[src/rtl/beat_buf_pkg.sv]
// Shared constants for the ping-pong beat buffer: default geometry and the word
// driven on rd_data after an underrun when the last word is not held.
package beat_buf_pkg;

  localparam int unsigned DefDataW = 8;
  localparam int unsigned DefAddrW = 5;

  // Every bit of the underrun fill word takes this value.
  localparam logic UnderrunFillBit = 1'b0;

endpackage

[src/rtl/pingpong_bank_ram.sv]
// One bank of the ping-pong buffer: simple dual-port RAM with a registered read port
// that holds its output when no read is requested.
module pingpong_bank_ram
  import beat_buf_pkg::*;
#(
  parameter int unsigned DATA_W = DefDataW,
  parameter int unsigned ADDR_W = DefAddrW
) (
  input  logic              clk,
  input  logic              we_i,
  input  logic [ADDR_W-1:0] waddr_i,
  input  logic [DATA_W-1:0] wdata_i,
  input  logic              re_i,
  input  logic [ADDR_W-1:0] raddr_i,
  output logic [DATA_W-1:0] rdata_o
);

  localparam int unsigned Depth = 2 ** ADDR_W;

  logic [DATA_W-1:0] mem_q [Depth];
  logic [DATA_W-1:0] rdata_q;

  // No reset: contents survive resetn and flush.
  always_ff @(posedge clk) begin
    if (we_i) begin
      mem_q[waddr_i] <= wdata_i;
    end
    if (re_i) begin
      rdata_q <= mem_q[raddr_i];
    end
  end

  assign rdata_o = rdata_q;

endmodule

[src/rtl/pingpong_beat_buffer.sv]
// Two-bank ping-pong buffer: a producer fills one bank while a beat-driven consumer
// drains the other; banks change hands only when completely written or read.
module pingpong_beat_buffer
  import beat_buf_pkg::*;
#(
  parameter int unsigned DATA_W    = DefDataW,
  parameter int unsigned ADDR_W    = DefAddrW,
  parameter bit          HOLD_LAST = 1'b0
) (
  input  logic              clk,
  input  logic              resetn,
  input  logic              flush,
  input  logic              wr_valid,
  input  logic [DATA_W-1:0] wr_data,
  output logic              wr_ready,
  input  logic              rd_tick,
  output logic [DATA_W-1:0] rd_data,
  output logic              rd_valid,
  output logic              rd_bank_o,
  output logic              swap,
  output logic              underrun
);

  logic [1:0]        full_q, full_d;
  logic              wr_bank_q, wr_bank_d;
  logic              rd_bank_q, rd_bank_d;
  logic [ADDR_W-1:0] wr_addr_q, wr_addr_d;
  logic [ADDR_W-1:0] rd_addr_q, rd_addr_d;
  logic              rd_valid_q, rd_valid_d;
  logic              swap_q, swap_d;
  logic              underrun_q, underrun_d;
  logic              rd_sel_q, rd_sel_d;    // bank whose RAM output feeds rd_data
  logic              rd_zero_q, rd_zero_d;  // rd_data forced to the fill word

  logic              wr_fire, rd_fire, rd_miss;
  logic              wr_last, rd_last;
  logic [DATA_W-1:0] rdata0, rdata1;

  assign wr_ready = ~full_q[wr_bank_q];

  // Reset and flush both suppress RAM traffic in the cycle they are applied.
  assign wr_fire = resetn & ~flush & wr_valid & wr_ready;
  assign rd_fire = resetn & ~flush & rd_tick & full_q[rd_bank_q];
  assign rd_miss = resetn & ~flush & rd_tick & ~full_q[rd_bank_q];
  assign wr_last = &wr_addr_q;
  assign rd_last = &rd_addr_q;

  always_comb begin
    full_d     = full_q;
    wr_bank_d  = wr_bank_q;
    rd_bank_d  = rd_bank_q;
    wr_addr_d  = wr_addr_q;
    rd_addr_d  = rd_addr_q;
    rd_valid_d = 1'b0;
    swap_d     = 1'b0;
    underrun_d = underrun_q;
    rd_sel_d   = rd_sel_q;
    rd_zero_d  = rd_zero_q;

    if (flush) begin
      full_d     = 2'b00;
      wr_bank_d  = 1'b0;
      rd_bank_d  = 1'b0;
      wr_addr_d  = '0;
      rd_addr_d  = '0;
      underrun_d = 1'b0;
    end else begin
      // Writer and reader never own the same bank, so both updates to full_d compose.
      if (wr_fire) begin
        wr_addr_d = wr_addr_q + ADDR_W'(1);
        if (wr_last) begin
          full_d[wr_bank_q] = 1'b1;
          wr_bank_d         = ~wr_bank_q;
        end
      end
      if (rd_fire) begin
        rd_addr_d  = rd_addr_q + ADDR_W'(1);
        rd_valid_d = 1'b1;
        rd_sel_d   = rd_bank_q;
        rd_zero_d  = 1'b0;
        if (rd_last) begin
          full_d[rd_bank_q] = 1'b0;
          rd_bank_d         = ~rd_bank_q;
          swap_d            = 1'b1;
        end
      end
      if (rd_miss) begin
        underrun_d = 1'b1;
        if (!HOLD_LAST) begin
          rd_zero_d = 1'b1;
        end
      end
    end
  end

  always_ff @(posedge clk) begin
    if (!resetn) begin
      full_q     <= 2'b00;
      wr_bank_q  <= 1'b0;
      rd_bank_q  <= 1'b0;
      wr_addr_q  <= '0;
      rd_addr_q  <= '0;
      rd_valid_q <= 1'b0;
      swap_q     <= 1'b0;
      underrun_q <= 1'b0;
      rd_sel_q   <= 1'b0;
      rd_zero_q  <= 1'b1;
    end else begin
      full_q     <= full_d;
      wr_bank_q  <= wr_bank_d;
      rd_bank_q  <= rd_bank_d;
      wr_addr_q  <= wr_addr_d;
      rd_addr_q  <= rd_addr_d;
      rd_valid_q <= rd_valid_d;
      swap_q     <= swap_d;
      underrun_q <= underrun_d;
      rd_sel_q   <= rd_sel_d;
      rd_zero_q  <= rd_zero_d;
    end
  end

  pingpong_bank_ram #(
    .DATA_W (DATA_W),
    .ADDR_W (ADDR_W)
  ) u_bank0 (
    .clk     (clk),
    .we_i    (wr_fire & ~wr_bank_q),
    .waddr_i (wr_addr_q),
    .wdata_i (wr_data),
    .re_i    (rd_fire & ~rd_bank_q),
    .raddr_i (rd_addr_q),
    .rdata_o (rdata0)
  );

  pingpong_bank_ram #(
    .DATA_W (DATA_W),
    .ADDR_W (ADDR_W)
  ) u_bank1 (
    .clk     (clk),
    .we_i    (wr_fire & wr_bank_q),
    .waddr_i (wr_addr_q),
    .wdata_i (wr_data),
    .re_i    (rd_fire & rd_bank_q),
    .raddr_i (rd_addr_q),
    .rdata_o (rdata1)
  );

  always_comb begin
    if (rd_zero_q) begin
      rd_data = {DATA_W{UnderrunFillBit}};
    end else if (rd_sel_q) begin
      rd_data = rdata1;
    end else begin
      rd_data = rdata0;
    end
  end

  assign rd_valid  = rd_valid_q;
  assign rd_bank_o = rd_bank_q;
  assign swap      = swap_q;
  assign underrun  = underrun_q;

endmodule
[config.mk]
export PLATFORM = sky130hd
export DESIGN_NAME = pingpong_beat_buffer
export DESIGN_NICKNAME = d
export VERILOG_FILES = /design/src/rtl/beat_buf_pkg.sv /design/src/rtl/pingpong_bank_ram.sv /design/src/rtl/pingpong_beat_buffer.sv
export SDC_FILE = /design/constraint.sdc
export NUM_CORES = 1
export LEC_CHECK = 0
export BUFFER_PORTS_ARGS = -buffer_cell sky130_fd_sc_hd__buf_4
export CAP_MARGIN = 0
export CORE_MARGIN = 1
export CORE_UTILIZATION = 60
export CTS_CLUSTER_DIAMETER = 100
export DETAILED_ROUTE_END_ITERATION = 8
export GPL_ROUTABILITY_DRIVEN = 0
export PLACE_DENSITY = 0.85
export SLEW_MARGIN = 10
export SYNTH_ARGS = -nofsm -noshare
export SYNTH_HDL_FRONTEND = slang
export SYNTH_SLANG_ARGS = --single-unit
[constraint.sdc]
create_clock -name clk -period 2.5 [get_ports clk]
set_input_delay 0 -clock clk [delete_from_list [all_inputs] [get_ports clk]]
set_output_delay 0 -clock clk [all_outputs]
set_load 0.01 [all_outputs]
==> impl_metrics.ini, run 1 <==
[timing]
fmax_ghz = 0.421
worst_hold_slack_ps = 24.9
maxSlewHeadroom_pct = 36.3
finClkSkew_ps = 25.2
setup_viol = 0
final.setup.tns_ps = 0
slew_viol_final = 0
period_minus_slack_ps = 2380
worstMarginPinSlew_ps = 952
timing.final.hold_violations = 0
rsz0062_at_grt = no
min_period_over_period_pct = 95.0

[final_layout]
nets = 1195
syn2layout_area_growth_pct = 13.7
final_area_sq_um = 24100
final_core_util_pct = 69.6
mostFrequentLayoutCells = edfxtp_1, buf_4, mux4_2
fillerInstances = 1915
num_antenna_cells = 0
drive_gt1_share_pct = 25.4
seq_area_sq_um = 16200
layout_commonest_cell = edfxtp_1
multi_input_comb_area_sq_um = 4670

[cts]
cts-root-buf = clkbuf_16
cts.sinks = 547
clock_latency_ps = 580
cts_max_level = 2
cts_setup_buffers = 0
path_clk_slew_ps = 60
cts_buffers = 50
clockBufferDepth = 3
cts_tree = done

[power]
irDropWorstVdd_mv = 0.534
power_density_nw_per_um2 = 742
leakagePower_nw = 7.42

[routing]
routed_wl_um = 50900
vias = 11578
wl_per_cell_um = 30.6
drc = 1
postRouteAntennaNets = 0
dr.pass1.iters = 8
vias_per_cell = 6.95
drt_iter0_drc = 1597

[setup_path]
r2r-end = u_bank1.rdata_o[3]$_DFFE_PP_
cp.arrival_ps = 2690
startpoint_type = register
cp-endpoint = u_bank1.rdata_o[3]$_DFFE_PP_
critPathKind = register to register
path_max_fanout = 30
ff2ff_path_depth = 5
r2r_slack_ps = 120
startpoint = rd_addr_q[2]$_SDFFE_PP0N_
regToRegStartpoint = rd_addr_q[2]$_SDFFE_PP0N_
critical_path_required_ps = 2820
end_kind = register

[grt]
grt_pass1_wl_um = 75600
overflow = 0
grt_pass1_vias = 11785
grt_max_degree = 65
antenna_found_initial = 2
track_usage_pct = 29.0

[yosys]
synth_edf_count = 528
syn_avg_cell_area_sq_um = 20.1
synth-seq-cells = 547
ys_types = 45
synthFlopType = edfxtp_1
yosysWarnings = 0
async_reset_ff_share_pct = 0
syn_nets = 1079
ys_seq_area_share_pct = 76.4
synth_cells = 1059
syn_area_sq_um = 21200

[floorplanning]
coreArea_sq_um = 34700
num_io_pins = 26
dieArea_sq_um = 36200
num_rows = 68
die_w_um = 190
fp.dieH_um = 190
initial_core_util_pct = 61.2

[hold_path]
hp-class = input port to register
min_path_cells = 1

[placed_design]
dpl_cell_area_sq_um = 22500
hpwl_um = 27400
port_buffers = 25

[job]
cap_violations = 0

[run_status]
violations = DRC
status = finished, violations left
## routing by layer
metal / GRT usage, % / up-vias / wire [um]
met4: 12.8 / 0 / 2380
met1: 37.6 / 5888 / 18000
met5: 0 / - / 0
met3: 6.59 / 181 / 5590
li1: - / 4578 / -
met2: 47.4 / 931 / 25000
## per-stage QoR
| stage | std cells | total power (W) | setup WS (ps) |
|---|---|---|---|
| 4_1_cts | 1666 | 0.0179 | 157 |
| 2_1_floorplan | 1059 | 0.0103 | 510 |
| 5_1_grt | 1666 | 0.0183 | 60.7 |
| 3_3_place_gp | 1572 | 0.0104 | 206 |
| 6_report | 1666 | 0.0179 | 125 |
| 3_5_place_dp | 1572 | 0.0104 | 177 |
## sequential cells by signal (all words and copies together) (netlist names), 2 cells and up
signal and flops:
wr_addr_q 5, u_bank0.rdata_o 8, u_bank1.rdata_o 8, full_q 2, rd_addr_q 5, u_bank1.mem_q 256, u_bank0.mem_q 256
## cells by family (layout without fill, tap and decap cells)
logic type	count (synthesis)	after routing	synth area share, %
fa+ha+maj	7	7	0.412
flops	547	547	76.4
simple gates	138	138	2.96
mux	172	172	13.7
xor+xnor	7	7	0.289
buf+inv	64	216	1.68
compound gates	124	124	4.55
## cell usage after synthesis, drive strengths merged (2+ instances only)
cell type,instances,area [sq um]
nand2,18,67.6
clkbuf,24,90.1
nor3b,5,37.5
o221ai,16,140
inv,4,15.0
and3,4,25.0
nor4,2,12.5
or3b,2,17.5
mux2i,76,761
edfxtp,528,15900
and3b,2,17.5
nand3,4,20.0
o21ai,3,15.0
nand2b,2,12.5
ha,7,87.6
a2111oi,15,225
a211oi,2,15.0
mux4,95,2140
dfxtp,19,380
a22o,15,131
a22oi,17,128
nor2b,4,25.0
and2,2,12.5
xnor2,6,52.6
a21oi,36,180
nor2,84,315
buf,36,253
nand3b,5,37.5
o22ai,15,93.8
## critical path, cell delays in order (launching register included)
cell	delay (ps)
dfxtp_4	690
buf_4	340
buf_4	230
mux4_2	320
a22oi_1	390
a21oi_1	120
## worst min path at each step
stage,slack [ps],endpoint,start
2_1_floorplan,100,u_bank0.mem_q[0][0]$_DFFE_PP_,wr_data[0]
3_3_place_gp,250,underrun$_SDFFE_PP0P_,rd_tick
3_5_place_dp,270,rd_sel_q$_SDFFE_PN0P_,resetn
4_1_cts,1,u_bank1.mem_q[15][1]$_DFFE_PP_,wr_data[1]
5_1_grt,20,u_bank1.mem_q[17][1]$_DFFE_PP_,wr_data[1]
6_report,20,u_bank0.mem_q[6][6]$_DFFE_PP_,wr_data[6]
## what timing repair did
action,CTS,global route
hold buffers,6,0
hold endpoints to repair,10,0
gates resized for setup,0,1
endpoints found under the setup margin,0,57
## power breakdown
group,switching (W),internal (W),total [W],leakage [nW]
logic,0.000172,0.0000334,0.000205,1.72
clock network,0.00321,0.00446,0.00767,0.805
registers,0.00000307,0.0100,0.0100,4.90
## final cells by class
class	instances	share of cell area, %
tap	455	2.36
inverter	4	0.0622
timing repair buffer	124	4.23
sequential	547	67.3
clock inverter	24	1.10
clock buffer	64	5.66
multi-input combinational	448	19.3
Power figures use the tool's default switching activity.
==> run 2: changes to the inputs <==
- GPL_TIMING_DRIVEN: not set -> 0
==> run 2 against run 1 <==
  * The flow finishes with violations (setup timing)
  * First-iteration DRC count is 25% higher
  * Utilization up 0.15 points
  * Die area stayed put
  * Non-clock buffer count fell by 26
  * Sequential share of layout area is 0.16 points lower
  * Sequential power about the same
  * Clock skew is 3.0 ps lower
  * Highest routed layer unchanged
==> impl_metrics.ini, run 2 (same netlist as run 1, synthesis figures left out) <==
[run_status]
status = finished, violations left
violations = setup timing

[floorplanning]
die_w_um = 190
fp.dieH_um = 190
num_rows = 68
coreArea_sq_um = 34700
initial_core_util_pct = 61.2
num_io_pins = 26
dieArea_sq_um = 36200

[setup_path]
startpoint_type = register
cp-endpoint = u_bank0.mem_q[6][0]$_DFFE_PP_
critical_path_required_ps = 2690
regToRegStartpoint = wr_bank_q$_SDFFE_PP0P_
startpoint = wr_bank_q$_SDFFE_PP0P_
critPathKind = register to register
r2r_slack_ps = -230
ff2ff_path_depth = 3
r2r-end = u_bank0.mem_q[6][0]$_DFFE_PP_
end_kind = register
path_max_fanout = 8
cp.arrival_ps = 2930

[final_layout]
mostFrequentLayoutCells = edfxtp_1, mux4_2, mux2i_1
final_area_sq_um = 24200
multi_input_comb_area_sq_um = 5080
layout_commonest_cell = edfxtp_1
syn2layout_area_growth_pct = 13.9
top_regs = u_bank0.mem_q x256, u_bank1.mem_q x256
fillerInstances = 1866
fin_cells = 1641
nets = 1169
seq_area_sq_um = 16200
num_antenna_cells = 0
drive_gt1_share_pct = 28.2

[grt]
antenna_found_initial = 0
grt_pass1_wl_um = 76000
track_usage_pct = 29.7
grt_max_degree = 65
grt_pass1_vias = 11339
overflow = 0

[power]
p_total_w = 0.0177
power_density_nw_per_um2 = 730
leakagePower_nw = 7.21
irDropWorstVdd_mv = 0.495

[hold_path]
hp-class = input port to register

[cts]
cts-root-buf = clkbuf_16
clockBufferDepth = 3
clock_latency_ps = 570
cts_tree = done
cts.sinks = 547
cts_buffers = 50
cts_max_level = 2
path_clk_slew_ps = 60

[routing]
routed_wl_um = 54200
dr.pass1.iters = 5
drt_iter0_drc = 1990
drc = 0
vias_per_cell = 7.11
vias = 11672
wl_per_cell_um = 33.0
postRouteAntennaNets = 0

[timing]
rsz0062_at_grt = yes
worst_hold_slack_ps = 34.7
slew_viol_final = 0
min_period_over_period_pct = 109
setup_ws_ps = -235
finClkSkew_ps = 22.2
setup_viol = 179
maxSlewHeadroom_pct = 23.3
fmax_ghz = 0.366
worstMarginPinSlew_ps = 1150
timing.final.hold_violations = 0
period_minus_slack_ps = 2730

[placed_design]
hpwl_um = 29500
placedCellCount = 1539
dpl_cell_area_sq_um = 22000
port_buffers = 25

[job]
cap_violations = 0
run 2: changes by cell type in the layout (fill, tap and decap cells not counted), sizes merged:
cell	previous run	this run
buf	118	69
clkbuf	64	96
dlygate4sd3	6	4
bufinv	6	2
clkinv	18	16
run 2: per-layer routing:
layer  global-route usage (%)  up-vias  wire [um]
met2                     46.2     1091      26100
met3                     6.12      186       6490
met5                        0        -          0
met4                     13.5        0       2730
li1                         -     4535          -
met1                     41.2     5860      18900
run 2: critical path: stages, from the launching register on:
cell,delay (ps)
dfxtp_1,350
nor3b_1,640
nand2_1,670
nor2_2,670
run 2: layout make-up:
cell class / count / share of cell area, %
clock inverter: 18 / 0.548
inverter: 4 / 0.0620
timing repair buffer: 38 / 1.25
tap: 455 / 2.35
multi-input combinational: 448 / 21.0
sequential: 547 / 67.1
buffer: 60 / 1.76
clock buffer: 71 / 5.92
run 2: repair_timing:
item / 4_1_cts / 5_1_grt
pin swaps: 4 / 3
hold endpoints to repair: 41 / 0
endpoints found under the setup margin: 315 / 504
hold buffers: 4 / 0
buffers inserted: 0 / 8
resized for setup: 56 / 84
run 2: where the power goes:
group	leakage (nW)	internal, W	switching (W)
Combinational	1.54	0.0000350	0.000184
Clock	0.775	0.00418	0.00322
Sequential	4.90	0.0100	0.00000268
run 2: worst min path at each step:
stage,startpoint,to,slack (ps),cells past startpoint
after detailed placement,rd_tick,underrun$_SDFFE_PP0P_,260,3
after floorplan,wr_data[0],u_bank0.mem_q[0][0]$_DFFE_PP_,100,0
final,wr_data[7],u_bank0.mem_q[9][7]$_DFFE_PP_,30,1
after CTS,wr_data[7],u_bank0.mem_q[24][7]$_DFFE_PP_,7,1
after global placement,rd_tick,underrun$_SDFFE_PP0P_,250,3
after global routing,wr_data[7],u_bank0.mem_q[9][7]$_DFFE_PP_,40,1
run 2: per-stage QoR:
stage          setup TNS [ps]  util (%)  worst slack, ps
5_1_grt                -26200      69.7             -233
3_3_place_gp            -4480      63.4             -361
3_5_place_dp           -11730      63.4             -394
6_report               -22990      69.7             -235
4_1_cts                -14150      68.8             -161
2_1_floorplan               0         -              510
